$ cat src/rtl/popcount_engine_if.sv
// Word/result handshake bundle for popcount_engine: valid/ready in, valid/ready out.
// The engine takes the slave side and the producer/consumer take the master side.
interface popcount_engine_if #(
    parameter int WIDTH = 8
);
    logic                         in_valid;
    logic                         in_ready;
    logic [WIDTH-1:0]             in_data;
    logic                         in_mode;
    logic                         out_valid;
    logic                         out_ready;
    logic [$clog2(WIDTH+1)-1:0]   out_count;

    modport master (
        output in_valid, in_data, in_mode, out_ready,
        input  in_ready, out_valid, out_count
    );

    modport slave (
        input  in_valid, in_data, in_mode, out_ready,
        output in_ready, out_valid, out_count
    );
endinterface

$ cat src/rtl/popcount_engine.sv
// Bit-count engine: clears up to STRIDE lowest set bits per cycle, result after max(1,ceil(p/STRIDE)) cycles.
// One word in flight; the result is held in DONE until out_ready, and no word is accepted meanwhile.
module popcount_engine #(
    parameter int WIDTH  = 8,
    parameter int STRIDE = 1
) (
    input  logic               clk,
    input  logic               rst,
    input  logic               clear,
    popcount_engine_if.slave   bus
);
    localparam int CW = $clog2(WIDTH + 1);
    localparam int KW = $clog2(STRIDE + 1);

    if (WIDTH < 1 || STRIDE < 1 || STRIDE > WIDTH) begin : g_bad_params
        $error("popcount_engine: need WIDTH >= 1 and STRIDE in 1..WIDTH");
    end

    typedef enum logic [1:0] {IDLE, COMPUTE, DONE} state_t;

    state_t                   state_r, state_n;
    logic [WIDTH-1:0]         num_r, num_n;
    logic [CW-1:0]            ctr_r, ctr_n;
    logic [STRIDE:0][WIDTH-1:0] stage;
    logic [KW-1:0]            k;

    // Each stage drops the lowest set bit; k counts stages that had something to drop.
    always_comb begin
        stage[0] = num_r;
        k        = '0;
        for (int i = 0; i < STRIDE; i++) begin
            stage[i+1] = stage[i] & (stage[i] - 1'b1);
            if (stage[i] != '0) begin
                k = k + KW'(1);
            end
        end
    end

    always_comb begin
        state_n = state_r;
        num_n   = num_r;
        ctr_n   = ctr_r;
        case (state_r)
            IDLE: begin
                if (bus.in_valid && !clear) begin
                    num_n   = bus.in_mode ? ~bus.in_data : bus.in_data;
                    ctr_n   = '0;
                    state_n = COMPUTE;
                end
            end
            COMPUTE: begin
                num_n = stage[STRIDE];
                ctr_n = ctr_r + CW'(k);
                if (stage[STRIDE] == '0) begin
                    state_n = DONE;
                end
            end
            DONE: begin
                if (bus.out_ready) begin
                    state_n = IDLE;
                end
            end
            default: state_n = IDLE;
        endcase
        // Abort overrides every transition, including a DONE handshake.
        if (clear) begin
            state_n = IDLE;
            num_n   = '0;
            ctr_n   = '0;
        end
    end

    always_ff @(posedge clk or posedge rst) begin
        if (rst) begin
            state_r <= IDLE;
            num_r   <= '0;
            ctr_r   <= '0;
        end else begin
            state_r <= state_n;
            num_r   <= num_n;
            ctr_r   <= ctr_n;
        end
    end

    assign bus.in_ready  = (state_r == IDLE) && !clear;
    assign bus.out_valid = (state_r == DONE);
    assign bus.out_count = ctr_r;
endmodule

$ cat src/flat_wrapper.sv
// flat-port wrapper written by rule: the top's interface ports become plain ports
module popcount_engine_flat 
#(
    parameter int WIDTH  = 8,
    parameter int STRIDE = 1
)
  (clk, rst, clear, bus_in_valid, bus_in_data, bus_in_mode, bus_out_ready, bus_in_ready, bus_out_valid, bus_out_count);
  popcount_engine_if #(.WIDTH(WIDTH)) bus_i ();
  input  logic clk;
  input  logic rst;
  input  logic clear;
  input wire logic [$bits(bus_i.in_valid)-1:0] bus_in_valid;
  input wire logic [$bits(bus_i.in_data)-1:0] bus_in_data;
  input wire logic [$bits(bus_i.in_mode)-1:0] bus_in_mode;
  input wire logic [$bits(bus_i.out_ready)-1:0] bus_out_ready;
  output wire logic [$bits(bus_i.in_ready)-1:0] bus_in_ready;
  output wire logic [$bits(bus_i.out_valid)-1:0] bus_out_valid;
  output wire logic [$bits(bus_i.out_count)-1:0] bus_out_count;
  assign bus_i.in_valid = bus_in_valid;
  assign bus_i.in_data = bus_in_data;
  assign bus_i.in_mode = bus_in_mode;
  assign bus_i.out_ready = bus_out_ready;
  assign bus_in_ready = bus_i.in_ready;
  assign bus_out_valid = bus_i.out_valid;
  assign bus_out_count = bus_i.out_count;
  popcount_engine #(.WIDTH(WIDTH), .STRIDE(STRIDE)) u_core (.clk(clk), .rst(rst), .clear(clear), .bus(bus_i));
endmodule
$ cat config.mk
export PLATFORM = sky130hd
export DESIGN_NAME = popcount_engine_flat
export DESIGN_NICKNAME = d
export VERILOG_FILES = /design/src/rtl/popcount_engine_if.sv /design/src/rtl/popcount_engine.sv /design/src/flat_wrapper.sv
export SDC_FILE = /design/constraint.sdc
export NUM_CORES = 1
export LEC_CHECK = 0
export CAP_MARGIN = 20
export CORE_UTILIZATION = 44
export CTS_BUF_LIST = sky130_fd_sc_hd__clkbuf_16
export DETAILED_ROUTE_END_ITERATION = 7
export GPL_ROUTABILITY_DRIVEN = 0
export PLACE_DENSITY = 0.74
export SLEW_MARGIN = 20
export SYNTH_ARGS = -nofsm -noshare
export SYNTH_HDL_FRONTEND = slang
export SYNTH_SLANG_ARGS = --single-unit
$ cat constraint.sdc
create_clock -name clk -period 2.5 [get_ports clk]
set_clock_uncertainty 0.15 [all_clocks]
set_input_delay 0.75 -clock clk [delete_from_list [all_inputs] [get_ports clk]]
set_output_delay 0.75 -clock clk [all_outputs]
set_load 0.02 [all_outputs]
* Word level (Yosys, flattened, before mapping) *
Index checks and enable logic that the tools add are counted.
W data, S select, Z words.

cells by class
  $add $sub $neg = 2
  equal/unequal tests = 5
  mux-type cells = 13
  bitwise gates (word level) = 2
  reductions and logical operators = 9

operators by type and width
  operator               number
  $mux W8                3
  $pmux W8 S2            1
  $and A8 B8 Y8          1
  $logic_not A8 Y1       1
  $mux W2                4
  $mux W4                2
  $not A8 Y8             1
  $pmux W4 S2            1
  $reduce_bool A8 Y1     1
  $sub A8 B1 Y8 const B  1
  $ne A3 B2 Y1 const B   2
  $pmux W2 S3            1
  $add A4 B1 Y4          1
  $ne A3 B3 Y1 const B   1
  $reduce_and A3 Y1      1
  $reduce_bool A3 Y1     1
  $eq A2 B1 Y1 const B   1
  $eq A2 B2 Y1 const B   1
  $logic_and A1 B1 Y1    2
  $logic_not A2 Y1       1
  $reduce_and A2 Y1      1
  $logic_not A1 Y1       1
  $mux W1                1

storage, ports and cells
  flip-flop bits (word level) = 14
  output and inout port bits = 6
  word-level logic and storage cells = 34

* Depth between registers and ports, before layout *
Gate-level depths: netlist (run 1).

  depth in word-level cells = 6
  gate-level depth with buffers = 8
  gate-level depth less buffers = 7

* Least setup slack after synthesis (run 1) *
Ideal clock, no wire load.

  kind = reg-to-reg
  from = register u_core.num_r[3]
  to = register u_core.ctr_r[1], in the netlist u_core.bus.out_count[1]
  arrival time = 2.016 ns
  required time = 2.229 ns
  slack = 0.213 ns
  stages on the path, launching flop included = 6
  clock period less this slack = 2.287 ns
  cells stage by stage = dfrtp_1 or4_4 or3_2 ha_1 ha_1 a22o_1

on the way
  word-level cells in the longest chain between the ends = 5

ends and longest elaborated chain
  what                      RTL line               source
  start: declaration        popcount_engine.sv:22  logic [WIDTH-1:0] num_r, num_n;
  start signal: assignment  popcount_engine.sv:80  num_r <= num_n;
  $reduce_bool A8 Y1        popcount_engine.sv:33  if (stage[i] != '0) begin
  $mux W1                   popcount_engine.sv:33
  $add A4 B1 Y4             popcount_engine.sv:53  ctr_n = ctr_r + CW'(k);
  $pmux W4 S2               popcount_engine.sv:43  case (state_r)
  $mux W4                   popcount_engine.sv:66  if (clear) begin
  end signal: assignment    popcount_engine.sv:81  ctr_r <= ctr_n;
  end: declaration          popcount_engine.sv:23  logic [CW-1:0] ctr_r, ctr_n;

No other way between the ends.
A chain may end at the register's enable or synchronous reset.

* Worst setup path after layout (run 1) *
Ends and elaborated chain as after synthesis.

==> impl_metrics.csv, run 1 <==
group,metric,value,unit
sta,slew-limit-headroom,0.616,
floorplan,die_w,47.0,µm
outcome,status,"complete, no violations",
sta,min_period_over_period,0.962,
floorplan,dieArea,2210,µm²
worst_setup_path,max_stage_delay,570,ps
global_routing,top_usage_layer,"met2",
placed_design,dp_cells,142,
sta,clock.fmax,0.416,GHz
finish,mostFrequentLayoutCells,"clkdlybuf4s50_1, o21ai_0, dfrtp_1",
pwr,p_seq_frac,0.334,
global_routing,grt_pass1_wl,3110,µm
finish,fin_cells,145,
logic_synthesis,yosysSeqAreaShare,0.394,
sta,fin_crit,2410,ps
pwr,power,919,µW
pwr,sw_frac_of_total,0.320,
clocking,cts_buffer_depth,2,
pwr,power.internal,625,µW
finish,final_nets,138,
floorplan,core,1800,µm²
logic_synthesis,ys_top_cells_by_area,"dfrtp_1, o21ai_0, a22o_1",
floorplan,initial_utilization,0.494,
finish,diodes,0,
finish,final_common_cell,"clkdlybuf4s50_1",
routing,first_iter_violations,31,
global_routing,antenna_found_initial,0,
logic_synthesis,synth_compound_area_frac,0.253,
global_routing,met3_usage,0.0654,
sta,timing.hold.ws,349,ps
floorplan,rows,15,
worst_setup_path,worstSetupEndpointType,"flop",
routing,drt-total-wl,1980,µm
clocking,insertion_delay,250,ps
logic_synthesis,syn_nets,113,
worst_setup_path,critical_path.most_common_cell,"ha_1",
pwr,clockPowerShare,0.329,
global_routing,grt-ovfl-total,0,
hold_path,hp-class,"reg2reg",
clocking,cts_buffers,3,
worst_setup_path,rrSetupSlack,90,ps
pwr,leakagePower,0.530,nW
logic_synthesis,synth.mux.area_fraction,0.0113,
sta,rsz0062_at_grt,"no",
logic_synthesis,synth_simple_gate_area_frac,0.156,
logic_synthesis,synth_area,890,µm²
logic_synthesis,synthAdderAreaFrac,0.0506,
logic_synthesis,ys.warnings.count,0,
placed_design,io_buffers,19,
logic_synthesis,synth_top_area_cell,"dfrtp_1",
finish,drive_gt1_frac,0.158,
clocking,path_clk_slew,50,ps
finish,syn2layout_area_growth,34.5,%
worst_setup_path,cp_max_fo,6,
logic_synthesis,ys_types,36,
pwr,pwr-share-comb,0.337,
floorplan,fp.dieH,47.0,µm
routing,antenna_left,0,
worst_setup_path,crit_required,2480,ps
logic_synthesis,syn_area_per_cell,9.17,µm²
sta,finalSetupViolations,0,
sta,drv_slew,0,
clocking,numClockSinks,14,
routing,drc,0,
worst_setup_path,crit_chain,"or4_4 -> or3_2 -> ha_1 -> ha_1 -> a22o_1",
logic_synthesis,ys_ff_latch,14,
flow_run,drv_cap,0,
sta,hold_violations,0,
logic_synthesis,synth-xor-area-share,0.0788,
global_routing,gr-usage-all-layers,0.210,
placed_design,hpwl,1450,µm
global_routing,grt_max_degree,15,
sta,tightest_slew,575,ps
clocking,cts-root-buf,"clkbuf_16",
logic_synthesis,netlist.area_leader.share,0.394,
clocking,htreeDepth,1,
worst_setup_path,crit_path_top_delay_cell,"or4_4",
routing,vias,818,
global_routing,grt_pass1_vias,740,
routing,wire_per_inst,13.7,µm
global_routing,grtUsageMet1,0.251,
pwr,p_switching,294,µW
worst_setup_path,path_class,"reg2reg",
pwr,p_per_area,768,nW/µm²
worst_setup_path,worstPathArrival,2380,ps
floorplan,ios,20,
logic_synthesis,syn_inst,97,
routing,drtPass1Iterations,4,
worst_setup_path,start_kind,"flop",
pwr,vdd_drop_max,0.503,mV
logic_synthesis,synth_top_family_by_area,"compound AO/OA/AOI/OAI gates",
worst_setup_path,cp_top_family,"simple AND/OR/NAND/NOR gates",
global_routing,use_met2,0.347,
worst_setup_path,path_buf_inv,0,
routing,routed_via_density,5.64,
clocking,cts_tree,"built",
clocking,cts.hold.buffers_added,0,
-- per-layer routing --
metal / wire, µm / up-vias
li1: - / 399
met4: 22 / 0
met2: 949 / 35
met3: 159 / 3
met1: 851 / 381
met5: 0 / -
-- worst register-to-register path, stage by stage, from the launching register on --
cell     delay (ps)
dfrtp_1         420
or4_4           570
or3_2           420
ha_1            230
ha_1            280
a22o_1          210
-- what timing repair did --
item,4_1_cts,5_1_grt
setup endpoints to repair,1,1
cloned,0,0
buffers inserted,0,0
resized for setup,5,1
-- cells in the mapped netlist (all sizes together) --
cell type  number
a21boi          1
a21o            1
a21oi           2
a221oi          1
a22o            5
a22oi           1
a31oi           3
buf             5
dfrtp          14
ha              2
inv             5
maj3            2
mux2i           1
nand2           6
nand2b          1
nand3           1
nand4           1
nor2            8
nor2b           1
nor3            2
o21ai          15
o21ba           1
o22ai           1
o2bb2ai         1
o31a            1
o41ai           1
or2             1
or3             3
or3b            1
or4             1
xnor2           5
xor2            3
-- cells by family after synthesis --
family | after synthesis
compound gates | 34
simple gates | 26
flops | 14
buf+inv | 10
xor+xnor | 8
fa+ha+maj | 4
mux | 1
-- metrics by stage --
stage	setup WS, ps	instance area [µm²]	setup TNS, ps	util
floorplan	213	890	0	-
global placement	-324	1120	-324	0.624
detailed placement	-344	1120	-344	0.624
CTS	74.9	1190	0	0.663
global route	39.8	1200	0	0.664
finish	94.8	1200	0	0.664
-- final timing paths --
check                                   startpoint                       to  cells past startpoint
max reg2reg                        u_core.num_r[3]  u_core.bus.out_count[1]                      5
max                                u_core.num_r[3]  u_core.bus.out_count[1]                      5
min                        u_core.bus.out_count[3]  u_core.bus.out_count[3]                      1
max in group asynchronous                      rst        u_core.state_r[1]                      2
min in group asynchronous                      rst          u_core.num_r[7]                      2
min reg2reg                u_core.bus.out_count[3]  u_core.bus.out_count[3]                      1
-- state kept, by name (all words and copies together), names as in the netlist --
name                  count
u_core.bus.out_count      4
u_core.state_r            2
u_core.num_r              8
-- power groups by stage --
stage	sequential, mW	clock, mW	combinational, mW
6_report	0.307	0.302	0.310
5_1_grt	0.312	0.319	0.337
4_1_cts	0.304	0.308	0.311
3_5_place_dp	0.308	0	0.309
3_3_place_gp	0.307	0	0.304
2_1_floorplan	0.296	0	0.225
-- layout make-up --
class / count / area [µm²]
repair buffers: 25 / 230
clock buffers: 3 / 75.1
inverters: 5 / 18.8
multi-input cells: 73 / 489
fillers: 140 / 606
well taps: 25 / 31.3
flip-flops and latches: 14 / 352
Note: power is estimated with default switching activity, not from simulation.
==> run 2, diff against run 1 <==
- CTS_CLUSTER_DIAMETER: unset -> 120
- SLEW_MARGIN: 20 -> unset
==> results of run 2 <==
The final DEF is identical to that of run 1; final timing and power are the same.
==> run 3, diff against run 2 <==
- ABC_AREA: unset -> 1
- CORE_UTILIZATION: 44 -> 47
- CTS_BUF_LIST: sky130_fd_sc_hd__clkbuf_16 -> sky130_fd_sc_hd__clkbuf_2
- PLACE_DENSITY: 0.74 -> 0.78
- REMOVE_ABC_BUFFERS: unset -> 1
==> run 3 against run 2 <==
Count of clock-buffer cells in the layout unchanged. Power rose by 10%. Global-route usage grew 2.1 points. Sequential power increased by 17%. Worst setup slack got worse by 74 ps. Sequential share of layout area grew 0.30 points. Area after synthesis rose by 4.4%. Die area is 2.2% lower.
==> impl_metrics.csv, run 3 <==
group,metric,value,unit
outcome,status,"complete, no violations",
pwr,vdd_drop_max,0.658,mV
clocking,post_cts_buffers,0,
clocking,insertion_delay,280,ps
finish,final_area,1180,µm²
hold_path,hp-start,"u_core.bus.out_count[0]",
clocking,cts_tree,"built",
logic_synthesis,synth.most_common_cell,"nand2_1",
clocking,cts.hold.buffers_added,0,
global_routing,gr-usage-all-layers,0.231,
worst_setup_path,worstSetupEndpointType,"primary output",
sta,clock.fmax,0.403,GHz
sta,layout_setup_ws,20.7,ps
floorplan,ios,20,
floorplan,die_w,46.4,µm
global_routing,grt_pass1_vias,792,
logic_synthesis,netlist.area_leader.share,0.377,
routing,drc,0,
floorplan,core,1780,µm²
logic_synthesis,synth_compound_area_frac,0.144,
hold_path,hp-class,"reg2reg",
worst_setup_path,worstPathArrival,1580,ps
logic_synthesis,synth_area,928,µm²
sta,finalSetupViolations,0,
finish,largest_reg_flops,8,
logic_synthesis,ys_types,24,
logic_synthesis,synth_simple_gate_area_frac,0.302,
pwr,pwr-share-comb,0.537,
finish,largest_register,"u_core.num_r",
logic_synthesis,ys.flop_type,"dfrtp_1",
clocking,path_clk_slew,130,ps
routing,antenna_left,0,
finish,final_common_cell,"nand2_1",
floorplan,fp.dieH,46.4,µm
logic_synthesis,ys_ff_latch,14,
sta,fin_crit,2480,ps
logic_synthesis,async_reset_ff_frac,1.00,
logic_synthesis,syn_area_per_cell,7.20,µm²
clocking,cts_buffer_depth,2,
logic_synthesis,synth.mux.area_fraction,0,
logic_synthesis,yosys-top-cells-count,"nand2_1, dfrtp_1, inv_1, nor2_1, o21ai_0",
worst_setup_path,r2r.worst_path.cells,8,
pwr,clockPowerShare,0.107,
pwr,p_seq_frac,0.355,
clocking,cts-root-buf,"clkbuf_2",
worst_setup_path,start_kind,"flop",
worst_setup_path,r2r-end,"u_core.bus.out_count[2]",
placed_design,post-place-ws,-430,ps
floorplan,initial_utilization,0.521,
sta,min_period_over_period,0.992,
sta,slew-limit-headroom,0.625,
global_routing,antenna_found_initial,0,
worst_setup_path,cp_max_fo,5,
logic_synthesis,synth-edff-count,0,
finish,final_nets,170,
hold_path,hold_depth,2,
worst_setup_path,timing.rr.start,"u_core.num_r[1]",
pwr,leakagePower,0.613,nW
sta,timing.hold.ws,382,ps
global_routing,grt_max_degree,15,
hold_path,min_delay_worst_endpoint,"u_core.bus.out_count[0]",
routing,routed_via_density,5.03,
sta,tightest_slew,562,ps
clocking,htreeDepth,1,
logic_synthesis,synth_top_area_cell,"dfrtp_1",
sta,drv_slew,0,
routing,vias,891,
pwr,p_per_area,860,nW/µm²
logic_synthesis,yosysSeqAreaShare,0.377,
logic_synthesis,syn_inst,129,
finish,utilization,0.662,
logic_synthesis,synth_top_family_by_area,"simple AND/OR/NAND/NOR gates",
placed_design,placed_area,1160,µm²
pwr,p_switching,471,µW
floorplan,dieArea,2160,µm²
global_routing,grt-ovfl-total,0,
worst_setup_path,rrSetupSlack,570,ps
logic_synthesis,ys.warnings.count,0,
global_routing,grt_pass1_wl,3420,µm
placed_design,hpwl,1450,µm
sta,hold_violations,0,
logic_synthesis,synthAdderAreaFrac,0.0270,
flow_run,drv_cap,0,
logic_synthesis,synth-xor-area-share,0.0660,
clocking,cts_buffers,3,
routing,wire_per_inst,11.3,µm
pwr,power.internal,543,µW
routing,drt-total-wl,2000,µm
pwr,sw_frac_of_total,0.465,
routing,first_iter_violations,26,
logic_synthesis,ys_top_cells_by_area,"dfrtp_1, nand2_1, o21ai_0",
worst_setup_path,path_class,"reg2out",
finish,mostFrequentLayoutCells,"nand2_1, clkdlybuf4s50_1, dfrtp_1",
finish,drive_gt1_frac,0.125,
floorplan,rows,15,
finish,syn2layout_area_growth,27.1,%
routing,drtPass1Iterations,5,
placed_design,io_buffers,19,
worst_setup_path,crit_required,1600,ps
clocking,numClockSinks,14,
finish,diodes,0,
run 3: changes by cell type in the layout (fill, tap and decap cells not counted), moves of 5 or more:
| cell | before | now |
|---|---|---|
| nand2_1 | 6 | 40 |
| inv_1 | 5 | 13 |
| nand3_1 | 1 | 6 |
| nor2_1 | 8 | 13 |
run 3: per-stage QoR:
step | power, mW | setup TNS [ps] | instances
floorplan | 0.732 | 0 | 126
global placement | 0.892 | -394 | 174
detailed placement | 0.899 | -430 | 174
CTS | 1.00 | 0 | 177
global route | 1.11 | -56.0 | 177
finish | 1.01 | 0 | 177
run 3: final cells by class:
| class | instances | area (µm²) |
|---|---|---|
| clock buffers | 3 | 15.0 |
| multi-input cells | 96 | 505 |
| repair buffers | 23 | 218 |
| well taps | 25 | 31.3 |
| fillers | 162 | 603 |
| flip-flops and latches | 14 | 350 |
| inverters | 16 | 60.1 |
run 3: repair_timing:
item / CTS / global route
resized for setup: 5 / 2
gates cloned: 0 / 0
endpoints found under the setup margin: 1 / 1
run 3: logic make-up (layout without fill, tap and decap cells):
kind of cell | after synthesis | count (layout)
AND/OR/NAND/NOR | 66 | 66
AO/OA/AOI/OAI | 21 | 21
buffers and inverters | 19 | 42
flip-flops | 14 | 14
XOR/XNOR | 7 | 7
adder cells (fa/ha/maj) | 2 | 2
run 3: how the worst max path moves through the flow:
stage / slack (ps) / from / cells past startpoint / to
3_5_place_dp: -430 / clear / 3 / bus_in_ready
4_1_cts: 20 / clear / 3 / bus_in_ready
6_report: 20 / u_core.state_r[0] / 2 / bus_out_valid
3_3_place_gp: -390 / clear / 3 / bus_in_ready
5_1_grt: -60 / u_core.state_r[0] / 2 / bus_out_valid
2_1_floorplan: 350 / clear / 1 / bus_in_ready
run 3: critical path, cell delays in order, from the launching register on:
cell and delay (ps):
dfrtp_1 470, nor2_1 190, clkdlybuf4s50_1 640
run 3: power by group through the flow:
stage / clock network, mW / logic (mW) / registers [mW]
2_1_floorplan: 0 / 0.371 / 0.361
3_3_place_gp: 0 / 0.533 / 0.359
3_5_place_dp: 0 / 0.539 / 0.360
4_1_cts: 0.110 / 0.536 / 0.356
5_1_grt: 0.120 / 0.625 / 0.370
6_report: 0.109 / 0.545 / 0.360
run 3: routing by layer:
metal / vias to the layer above / routed length (µm) / GRT usage / share of wire
met4: 0 / 65 / 0.106 / 0.033
met5: - / 0 / 0 / 0
met2: 33 / 876 / 0.350 / 0.44
li1: 459 / - / - / -
met3: 7 / 109 / 0.0353 / 0.055
met1: 392 / 945 / 0.318 / 0.47
